`src/rtl/pic_pkg.sv`:
```
// Purpose: shared types, sizes and the lowest-set-bit priority encoder for the 8259 INTA path.
// Latency: n/a (types and a pure function only).
// Backpressure: n/a.
package pic_pkg;

    localparam int IR_COUNT = 8;
    localparam int LEVEL_W  = 3;

    typedef enum logic [2:0] {
        IDLE,
        REQ,
        ACK1,
        WAIT2,
        ACK2
    } pic_state_t;

    // Result of a priority encode: found is 0 when the input vector is empty.
    typedef struct packed {
        logic               found;
        logic [LEVEL_W-1:0] level;
    } prio_t;

    // Lowest-index set bit wins (IR0 highest priority). Scanning from the top
    // down lets the last hit, i.e. the lowest index, overwrite earlier ones.
    function automatic prio_t prio_enc(input logic [IR_COUNT-1:0] v);
        prio_t r;
        r.found = 1'b0;
        r.level = '0;
        for (int i = IR_COUNT - 1; i >= 0; i--) begin
            if (v[i]) begin
                r.found = 1'b1;
                r.level = i[LEVEL_W-1:0];
            end
        end
        return r;
    endfunction

endpackage

```
`src/rtl/pic_priority_resolver.sv`:
```
// Purpose: fully-nested priority resolution of unmasked requests against the in-service register.
// Latency: combinational, 0 cycles.
// Backpressure: none.
// Ports: irr_in/imr/isr (8b) in; win_level (3b) and win_vld out. A winner is valid only when
//        it outranks (strictly lower index than) every level currently in service.
module pic_priority_resolver
    import pic_pkg::*;
(
    input  logic [IR_COUNT-1:0] irr_in,
    input  logic [IR_COUNT-1:0] imr,
    input  logic [IR_COUNT-1:0] isr,
    output logic [LEVEL_W-1:0]  win_level,
    output logic                win_vld
);

    prio_t req_p;
    prio_t isr_p;

    always_comb begin
        req_p     = prio_enc(irr_in & ~imr);
        isr_p     = prio_enc(isr);
        win_level = req_p.level;
        win_vld   = req_p.found && (!isr_p.found || (req_p.level < isr_p.level));
    end

endmodule

```
`src/rtl/pic_inta_responder.sv`:
```
// Purpose: CPU-side 8259 end: raises INT, runs the two-pulse INTA ack, maintains ISR, handles EOI.
// Latency: int_out 1 cycle after a valid request; vector on data_out 1 cycle after the 2nd INTA fall.
// Backpressure: none; the CPU paces the handshake and a stalled second INTA aborts after ACK_TIMEOUT.
// Ports: clk, rst (sync, active-high); irr_in, imr, vector_base, inta_n, eoi in;
//        int_out, irr_clear (1-cycle one-hot), isr, data_out, data_oe out (all registered).
// Build option: define PIC_AUTO_EOI_EN to clear the serviced ISR bit on the final INTA rise.
module pic_inta_responder
    import pic_pkg::*;
#(
    parameter int SPURIOUS_LEVEL = 7,
    parameter int ACK_TIMEOUT    = 255
) (
    input  logic                clk,
    input  logic                rst,
    input  logic [IR_COUNT-1:0] irr_in,
    input  logic [IR_COUNT-1:0] imr,
    input  logic [4:0]          vector_base,
    input  logic                inta_n,
    input  logic                eoi,
    output logic                int_out,
    output logic [IR_COUNT-1:0] irr_clear,
    output logic [IR_COUNT-1:0] isr,
    output logic [7:0]          data_out,
    output logic                data_oe
);

    localparam int                 CNT_W    = $clog2(ACK_TIMEOUT + 1);
    localparam logic [CNT_W-1:0]   CNT_MAX  = CNT_W'(ACK_TIMEOUT);
    localparam logic [LEVEL_W-1:0] SPUR_LVL = LEVEL_W'(SPURIOUS_LEVEL);

    pic_state_t          state_q, state_d;
    logic                int_out_q, int_out_d;
    logic [IR_COUNT-1:0] irr_clear_q, irr_clear_d;
    logic [IR_COUNT-1:0] isr_q, isr_d;
    logic [7:0]          data_out_q, data_out_d;
    logic                data_oe_q, data_oe_d;
    logic [LEVEL_W-1:0]  level_q, level_d;
    logic [CNT_W-1:0]    cnt_q, cnt_d;
    logic                inta_n_q;
`ifdef PIC_AUTO_EOI_EN
    // Distinguishes a real IR7 service from a spurious level-7 report.
    logic                spur_q, spur_d;
`endif

    logic               inta_fall;
    logic               inta_rise;
    logic [LEVEL_W-1:0] win_level;
    logic               win_vld;
    prio_t              isr_lo;

    pic_priority_resolver u_resolver (
        .irr_in    (irr_in),
        .imr       (imr),
        .isr       (isr_q),
        .win_level (win_level),
        .win_vld   (win_vld)
    );

    assign inta_fall = inta_n_q & ~inta_n;
    assign inta_rise = ~inta_n_q & inta_n;

    always_comb begin
        state_d     = state_q;
        int_out_d   = int_out_q;
        irr_clear_d = '0;
        isr_d       = isr_q;
        data_out_d  = data_out_q;
        data_oe_d   = data_oe_q;
        level_d     = level_q;
        cnt_d       = cnt_q;
`ifdef PIC_AUTO_EOI_EN
        spur_d      = spur_q;
`endif

        // Non-specific EOI acts on the ISR as it stood before this cycle's
        // updates; a same-cycle set at the first INTA can never hit this bit
        // because the winner must outrank the lowest in-service level.
        isr_lo = prio_enc(isr_q);
        if (eoi && isr_lo.found) begin
            isr_d[isr_lo.level] = 1'b0;
        end

        case (state_q)
            IDLE: begin
                // INTA activity here is deliberately ignored.
                if (win_vld) begin
                    state_d   = REQ;
                    int_out_d = 1'b1;
                end
            end
            REQ: begin
                // int_out stays up even if the request vanishes; the CPU
                // will still acknowledge and receive the spurious level.
                if (inta_fall) begin
                    int_out_d = 1'b0;
                    state_d   = ACK1;
                    if (win_vld) begin
                        level_d          = win_level;
                        isr_d[win_level] = 1'b1;
                        irr_clear_d      = {{(IR_COUNT-1){1'b0}}, 1'b1} << win_level;
`ifdef PIC_AUTO_EOI_EN
                        spur_d           = 1'b0;
`endif
                    end else begin
                        level_d = SPUR_LVL;
`ifdef PIC_AUTO_EOI_EN
                        spur_d  = 1'b1;
`endif
                    end
                end
            end
            ACK1: begin
                if (inta_rise) begin
                    state_d = WAIT2;
                    cnt_d   = '0;
                end
            end
            WAIT2: begin
                // A fall on the final counted cycle still wins over the abort.
                if (inta_fall) begin
                    data_out_d = {vector_base, level_q};
                    data_oe_d  = 1'b1;
                    state_d    = ACK2;
                end else if (cnt_q == CNT_MAX) begin
                    state_d = IDLE;
                end else begin
                    cnt_d = cnt_q + CNT_W'(1);
                end
            end
            ACK2: begin
                if (inta_rise) begin
                    data_oe_d  = 1'b0;
                    data_out_d = '0;
                    state_d    = IDLE;
`ifdef PIC_AUTO_EOI_EN
                    if (!spur_q) begin
                        isr_d[level_q] = 1'b0;
                    end
`endif
                end
            end
            default: state_d = IDLE;
        endcase
    end

    always_ff @(posedge clk) begin
        if (rst) begin
            state_q     <= IDLE;
            int_out_q   <= 1'b0;
            irr_clear_q <= '0;
            isr_q       <= '0;
            data_out_q  <= '0;
            data_oe_q   <= 1'b0;
            level_q     <= '0;
            cnt_q       <= '0;
            inta_n_q    <= 1'b1;
`ifdef PIC_AUTO_EOI_EN
            spur_q      <= 1'b0;
`endif
        end else begin
            state_q     <= state_d;
            int_out_q   <= int_out_d;
            irr_clear_q <= irr_clear_d;
            isr_q       <= isr_d;
            data_out_q  <= data_out_d;
            data_oe_q   <= data_oe_d;
            level_q     <= level_d;
            cnt_q       <= cnt_d;
            inta_n_q    <= inta_n;
`ifdef PIC_AUTO_EOI_EN
            spur_q      <= spur_d;
`endif
        end
    end

    assign int_out   = int_out_q;
    assign irr_clear = irr_clear_q;
    assign isr       = isr_q;
    assign data_out  = data_out_q;
    assign data_oe   = data_oe_q;

endmodule

```
`config.mk`:
```
export PLATFORM = sky130hd
export DESIGN_NAME = pic_inta_responder
export DESIGN_NICKNAME = d
export VERILOG_FILES = /design/src/rtl/pic_pkg.sv /design/src/rtl/pic_priority_resolver.sv /design/src/rtl/pic_inta_responder.sv
export SDC_FILE = /design/constraint.sdc
export NUM_CORES = 1
export LEC_CHECK = 0
export ABC_AREA = 1
export CORE_UTILIZATION = 55
export CTS_BUF_LIST = sky130_fd_sc_hd__clkbuf_8
export DETAILED_ROUTE_END_ITERATION = 6
export PLACE_DENSITY = 0.92
export SLEW_MARGIN = 10
export SYNTH_ARGS = -nofsm -noshare
export SYNTH_HDL_FRONTEND = slang
export SYNTH_HIERARCHICAL = 1
export SYNTH_SLANG_ARGS = --single-unit
```
`constraint.sdc`:
```
create_clock -name clk -period 4.1 [get_ports clk]
set_input_delay 0.82 -clock clk [delete_from_list [all_inputs] [get_ports clk]]
set_output_delay 0.82 -clock clk [all_outputs]
set_load 0.1 [all_outputs]
```
==> results of run 1 <==
## synth_stat cells, drive strengths merged
cell type,count
nand4,2
nor2,41
nand3,24
o31ai,1
buf,3
o21ai,11
nor4,2
or2,1
o21bai,2
clkbuf,1
dfxtp,41
nand2,115
inv,54
nor3,7
o211ai,1
a31oi,1
ha,3
clkinv,2
a21oi,27
and3,1
## kinds of logic (layout without fill, tap and decap cells)
| family | count (synthesis) | count (layout) | share of synthesized area [%] |
|---|---|---|---|
| buffers and inverters | 60 | 115 | 10.8 |
| adder cells (fa/ha/maj) | 3 | 3 | 1.71 |
| flip-flops | 41 | 41 | 37.4 |
| AO/OA/AOI/OAI | 43 | 43 | 10.8 |
| AND/OR/NAND/NOR | 193 | 193 | 39.2 |
## sequential cells by signal, summed over array words and instances (netlist names)
signal	count
data_oe	1
level_q	3
inta_n_q	1
irr_clear	8
isr	8
cnt_q	8
int_out	1
state_q	3
data_out	8
## area by class of cell
class                   instances  share of cell area [%]
well taps                      48                    2.12
clock buffers                   5                    2.43
repair buffers                 51                    17.9
flip-flops and latches         41                    29.0
clock inverters                 3                   0.884
multi-input cells             239                    40.1
inverters                      56                    7.47
## power breakdown
group / switching, W / internal, W / leakage (nW)
combinational: 0.000258 / 0.000118 / 0.906
sequential: 0.0000304 / 0.000428 / 0.332
clock: 0.000155 / 0.000123 / 0.0447
## worst min-delay path, cell delays in order, from the launching register on
cell	delay, ns
dfxtp_1	0.32
nand2_1	0.06
a21oi_1	0.05
## stage by stage
stage / cells / setup WS [ns] / total power, W / instance area, sq um / hold slack, ns
final: 443 / 0.643 / 0.00111 / 2830 / 0.467
after global routing: 443 / 0.404 / 0.00118 / 2830 / 0.490
after CTS: 443 / 0.719 / 0.00111 / 2830 / 0.470
after detailed placement: 435 / 0.498 / 0.000839 / 2740 / 0.457
after global placement: 435 / 0.629 / 0.000830 / 2740 / 0.447
after floorplan: 340 / 1.33 / 0.000744 / 2190 / 0.441
## worst max-delay path by stage
stage               from      endpoint  slack (ns)
2_1_floorplan  irr_in[7]    state_q[0]        1.33
3_3_place_gp   irr_in[7]        isr[2]        0.63
3_5_place_dp   irr_in[7]  irr_clear[2]        0.50
4_1_cts        irr_in[7]        isr[2]        0.72
5_1_grt        irr_in[7]  irr_clear[2]        0.40
6_report       irr_in[7]        isr[2]        0.64
## routing by layer
metal  up-vias  track usage, %
met4         0            10.6
met3        10            5.21
li1       1164               -
met1      1025            31.0
met5         -               0
met2        64            47.7
==> results_dict.tcl, run 1 <==
set metrics [dict create \
    status "complete, no violations" \
    diodes 0 \
    max_stage_delay_ns 0.46 \
    postCtsResizedCells 0 \
    row_count 22 \
    cap_violations 0 \
    rsz0062_at_grt "false" \
    leakagePower_nw 1.28 \
    timing_hold_violations_final 0 \
    synth-seq-cells 41 \
    path_class "in -> reg" \
    top_layer "met4" \
    syn_inst 340 \
    setup_viol 0 \
    gp_congestion 0.864 \
    critical-path-top-delay-family "simple AND/OR/NAND/NOR gates" \
    antenna_found_initial 0 \
    grt_usage_pct 26.6 \
    crit_chain "clkdlybuf4s50_1 > inv_1 > o21ai_0 > nand3_1 > a31oi_1 > ha_1 > nand2_1 > inv_1 > nand2_1 > nand2_1 > a21oi_2 > inv_1 > nor2_4 > nand2_1 > nor2_2 > nand3_1 > nand2_1" \
    drt_iter0_markers 194 \
    met1_length_mm 2.27 \
    power_density_nw_per_um2 393 \
    critPathRequiredTime_ns 4.35 \
    tns_ns 0 \
    tightest_slew_ns 0.981 \
    cp_num_cells 17 \
    cts_tree "built" \
    synth.area.top_cells "dfxtp_1 (37%), nand2_1 (18%), inv_1 (8.9%)" \
    grt_max_degree 28 \
    cp_max_fo 6 \
    hpwlAfterDp_mm 3.82 \
    drt-wirelength-per-cell_microns 11.8 \
    r2r_slack_ns 1.61 \
    netlist.area_leader.share_pct 37.4 \
    cp.arrival_ns 3.70 \
    clkLatencyLatePin_ns 0.31 \
    wl_met2_mm 2.61 \
    fmax_mhz 289 \
    hold_path_depth 2 \
    skew_ns 0.0111 \
    max_slew_margin_pct 34.4 \
    avgViaCountPerCell 5.11 \
    final_cell_mix "nand2_1 (107), inv_1 (52), clkdlybuf4s50_1 (50)" \
    utilization_pct 75.6 \
    design.core.area_sq_um 3740 \
    ys_warn_count 6 \
    mostFrequentLayoutCell "nand2_1" \
    post_cts_buffers 0 \
    antenna_left 0 \
    synth_area_per_cell_sq_um 6.45 \
    die_area_sq_um 4240 \
    crit_path_start_kind "primary input" \
    synthDistinctLibCells 31 \
    via_count 2263 \
    htreeDepth 2 \
    grt_pass1_vias 2084 \
    final-max-slew-violation-count 0 \
    multi_input_area_sq_um 1140 \
    cts_root_buffer "clkbuf_8" \
    fin_crit_ns 3.46 \
    syn_area_sq_um 2190 \
    drive_gt1_share_pct 7.59 \
    nets 422 \
    syn_nets 368 \
    hold_path_end "data_out[2]" \
    r2r_end "isr[2]" \
    hp-start "data_out[2]" \
    r2r_cells 12 \
    portBuffers 50 \
    yosys.area.top_type "dfxtp_1" \
    hp-class "reg -> reg" \
    cts.sinks 41 \
    areaGrowthSynthToFinish_pct 29.0 \
    grt_pass1_wl_mm 8.83 \
    die_w_microns 65.2 \
    crit_buf_inv 4 \
    met3_length_microns 275 \
    route.detailed.drc 0 \
    n_fill_cell 308 \
    cp_slowest_cell "clkdlybuf4s50_1" \
    clock_path_buffers 2 \
    hold_buffers 0 \
    io_pins 51 \
    fin_crit_sh_pct 84.3 \
    yosysSeqAreaShare_pct 37.4 \
    routed_wl_mm 5.23 \
    clkTransAtPathRegs_ns 0.09 \
    overflow 0 \
    vdd_ir_drop_max_v 0.000284 \
    start_util_pct 58.6 \
    numCtsBuffers 5 \
    first_pass_iters 4 \
    die_h_microns 65.2 \
    seq_area_sq_um 821 \
    crit_top_cell "nand2_1" \
    worstReg2RegStart "isr[3]" \
    cp-end-kind "flip-flop" \
]
Note: power is estimated with default switching activity, not from simulation.
==> run 2, diff against run 1 <==
CORE_UTILIZATION = 47   (was 55)
PLACE_DENSITY = 0.84   (was 0.92)
clock period = 2.85 ns   (was 4.1 ns; I/O delays follow)
==> run 2 against run 1 <==
Core utilization fell by 12 points; clock skew fell by 0.0045 ns; worst hold slack got worse by 0.00070 ns; wire length fell by 2.7%; combinational power rose by 47%; critical endpoint is now isr[7].
==> results_dict.tcl, run 2 (synthesized netlist as in run 1, its figures left out) <==
set metrics [dict create \
    finalPower_w 0.00161 \
    drive_gt1_share_pct 15.7 \
    nets 428 \
    die_h_microns 70.3 \
    antenna_left 0 \
    drt_iter0_markers 76 \
    power_density_nw_per_um2 571 \
    via_count 2229 \
    fin_crit_sh_pct 90.4 \
    grt_pass1_wl_mm 9.03 \
    timing_hold_violations_final 0 \
    r2r_cells 11 \
    hold_path_depth 2 \
    post_cts_buffers 0 \
    fmax_mhz 388 \
    seq_area_sq_um 821 \
    final-max-slew-violation-count 0 \
    grt_pass1_vias 2191 \
    die_area_sq_um 4940 \
    p_clk_share_pct 25.0 \
    clkTransAtPathRegs_ns 0.08 \
    areaGrowthSynthToFinish_pct 28.6 \
    mostFrequentLayoutCell "nand2_1" \
    final_cell_mix "nand2_1 (107), inv_1 (52), dfxtp_1 (41)" \
    cts.sinks 41 \
    cap_violations 0 \
    p_int_w 0.000992 \
    route.detailed.drc 0 \
    crit_top_cell "nand2_1" \
    htreeDepth 2 \
    gp_congestion 0.828 \
    crit_path_start_kind "primary input" \
    avgViaCountPerCell 4.92 \
    clkLatencyLatePin_ns 0.30 \
    cp.arrival_ns 2.82 \
    skew_ns 0.00662 \
    dp_worst_setup_slack_ns -0.119 \
    critPathRequiredTime_ns 3.09 \
    cts_tree "built" \
    hp-start "data_out[3]" \
    rsz0062_at_grt "false" \
    die_w_microns 70.3 \
    drt-wirelength-per-cell_microns 11.2 \
    max_slew_margin_pct 73.3 \
    io_pins 51 \
    critical-path-top-delay-family "buffers and inverters" \
    overflow 0 \
    design.core.area_sq_um 4410 \
    switching_share_pct 38.4 \
    worstReg2RegStart "isr[3]" \
    tightest_slew_ns 0.400 \
    hp-class "reg -> reg" \
    stdcell_count 453 \
    portBuffers 50 \
    cp_num_cells 16 \
    dpl.cell_count 445 \
    p_comb_share_pct 34.2 \
    cts_root_buffer "clkbuf_8" \
    crit_buf_inv 4 \
    fin_crit_ns 2.58 \
    power_frac_seq_pct 40.8 \
    cp_max_fo 3 \
    diodes 0 \
    status "complete, no violations" \
    leakagePower_nw 1.37 \
    cp_slowest_cell "clkdlybuf4s50_1" \
    numCtsBuffers 5 \
    grt_max_degree 27 \
    vdd_ir_drop_max_v 0.000309 \
    max_stage_delay_ns 0.47 \
    crit_start "imr[6]" \
    utilization_pct 63.9 \
    multi_input_area_sq_um 1140 \
    first_pass_iters 4 \
    clock_path_buffers 2 \
    cp-end-kind "flip-flop" \
    antenna_found_initial 0 \
    crit_chain "clkdlybuf4s50_1 > clkinv_1 > nand2_1 > o21ai_1 > buf_4 > nor2_1 > nor2_1 > ha_1 > a21oi_1 > nand2_1 > a21oi_2 > buf_4 > nand2_1 > nor2_1 > nand3_1 > nand2_1" \
    path_class "in -> reg" \
    power_switching_w 0.000619 \
    hold_buffers 0 \
    setup_viol 0 \
    grt_usage_pct 22.4 \
    row_count 24 \
    timing.final.ws_setup_ns 0.274 \
    n_fill_cell 409 \
    whs_ns 0.466 \
    routed_wl_mm 5.09 \
    start_util_pct 49.7 \
    hpwlAfterDp_mm 3.91 \
]
[run 2: metrics by stage]
step | cell area (sq um) | setup TNS, ns
5_1_grt | 2820 | 0
6_report | 2820 | 0
4_1_cts | 2820 | 0
3_3_place_gp | 2720 | -0.139
3_5_place_dp | 2720 | -0.853
2_1_floorplan | 2190 | 0
[run 2: final cells by class]
cell class                      count  area share (%)
Clock buffer                        6            2.93
Tap cell                           52            2.31
Clock inverter                      2           0.488
Inverter                           56            7.50
Sequential cell                    41            29.1
Timing Repair Buffer               57            17.3
Multi-Input combinational cell    239            40.4
[run 2: worst reg2reg max path, stage by stage, from the launching register on]
cell     delay [ns]
dfxtp_1        0.39
nor4_1         0.41
nand2_1        0.10
ha_1           0.30
a21oi_1        0.14
nand2_1        0.07
a21oi_2        0.13
buf_4          0.13
nand2_1        0.06
nor2_1         0.21
nand3_1        0.16
nand2_1        0.09
[run 2: power by group through the flow]
| stage | Sequential, W | Combinational, W | Clock (W) |
|---|---|---|---|
| floorplan | 0.000773 | 0.000298 | 0 |
| global placement | 0.000670 | 0.000533 | 0 |
| detailed placement | 0.000670 | 0.000543 | 0 |
| CTS | 0.000657 | 0.000546 | 0.000410 |
| global route | 0.000662 | 0.000613 | 0.000429 |
| finish | 0.000657 | 0.000551 | 0.000402 |
[run 2: what timing repair did]
| item | CTS | global route |
|---|---|---|
| setup endpoints to repair | 0 | 12 |
| gates resized for setup | 0 | 2 |
| hold endpoints to repair | 0 | 0 |
[run 2: routing by layer]
metal	global-route usage (%)	vias to the layer above	share of wire, %
li1	-	1180	-
met1	25.1	1001	44
met2	40.6	36	52
met3	5.19	12	3.2
met4	8.67	0	1.5
met5	0	-	0
[run 2: worst paths after layout]
kind / endpoint / slack (ns)
worst max register to register: isr[7] / 0.61
worst min register to register: data_out[3] / 0.47
worst min-delay path: data_out[3] / 0.47
worst max-delay path: isr[7] / 0.27
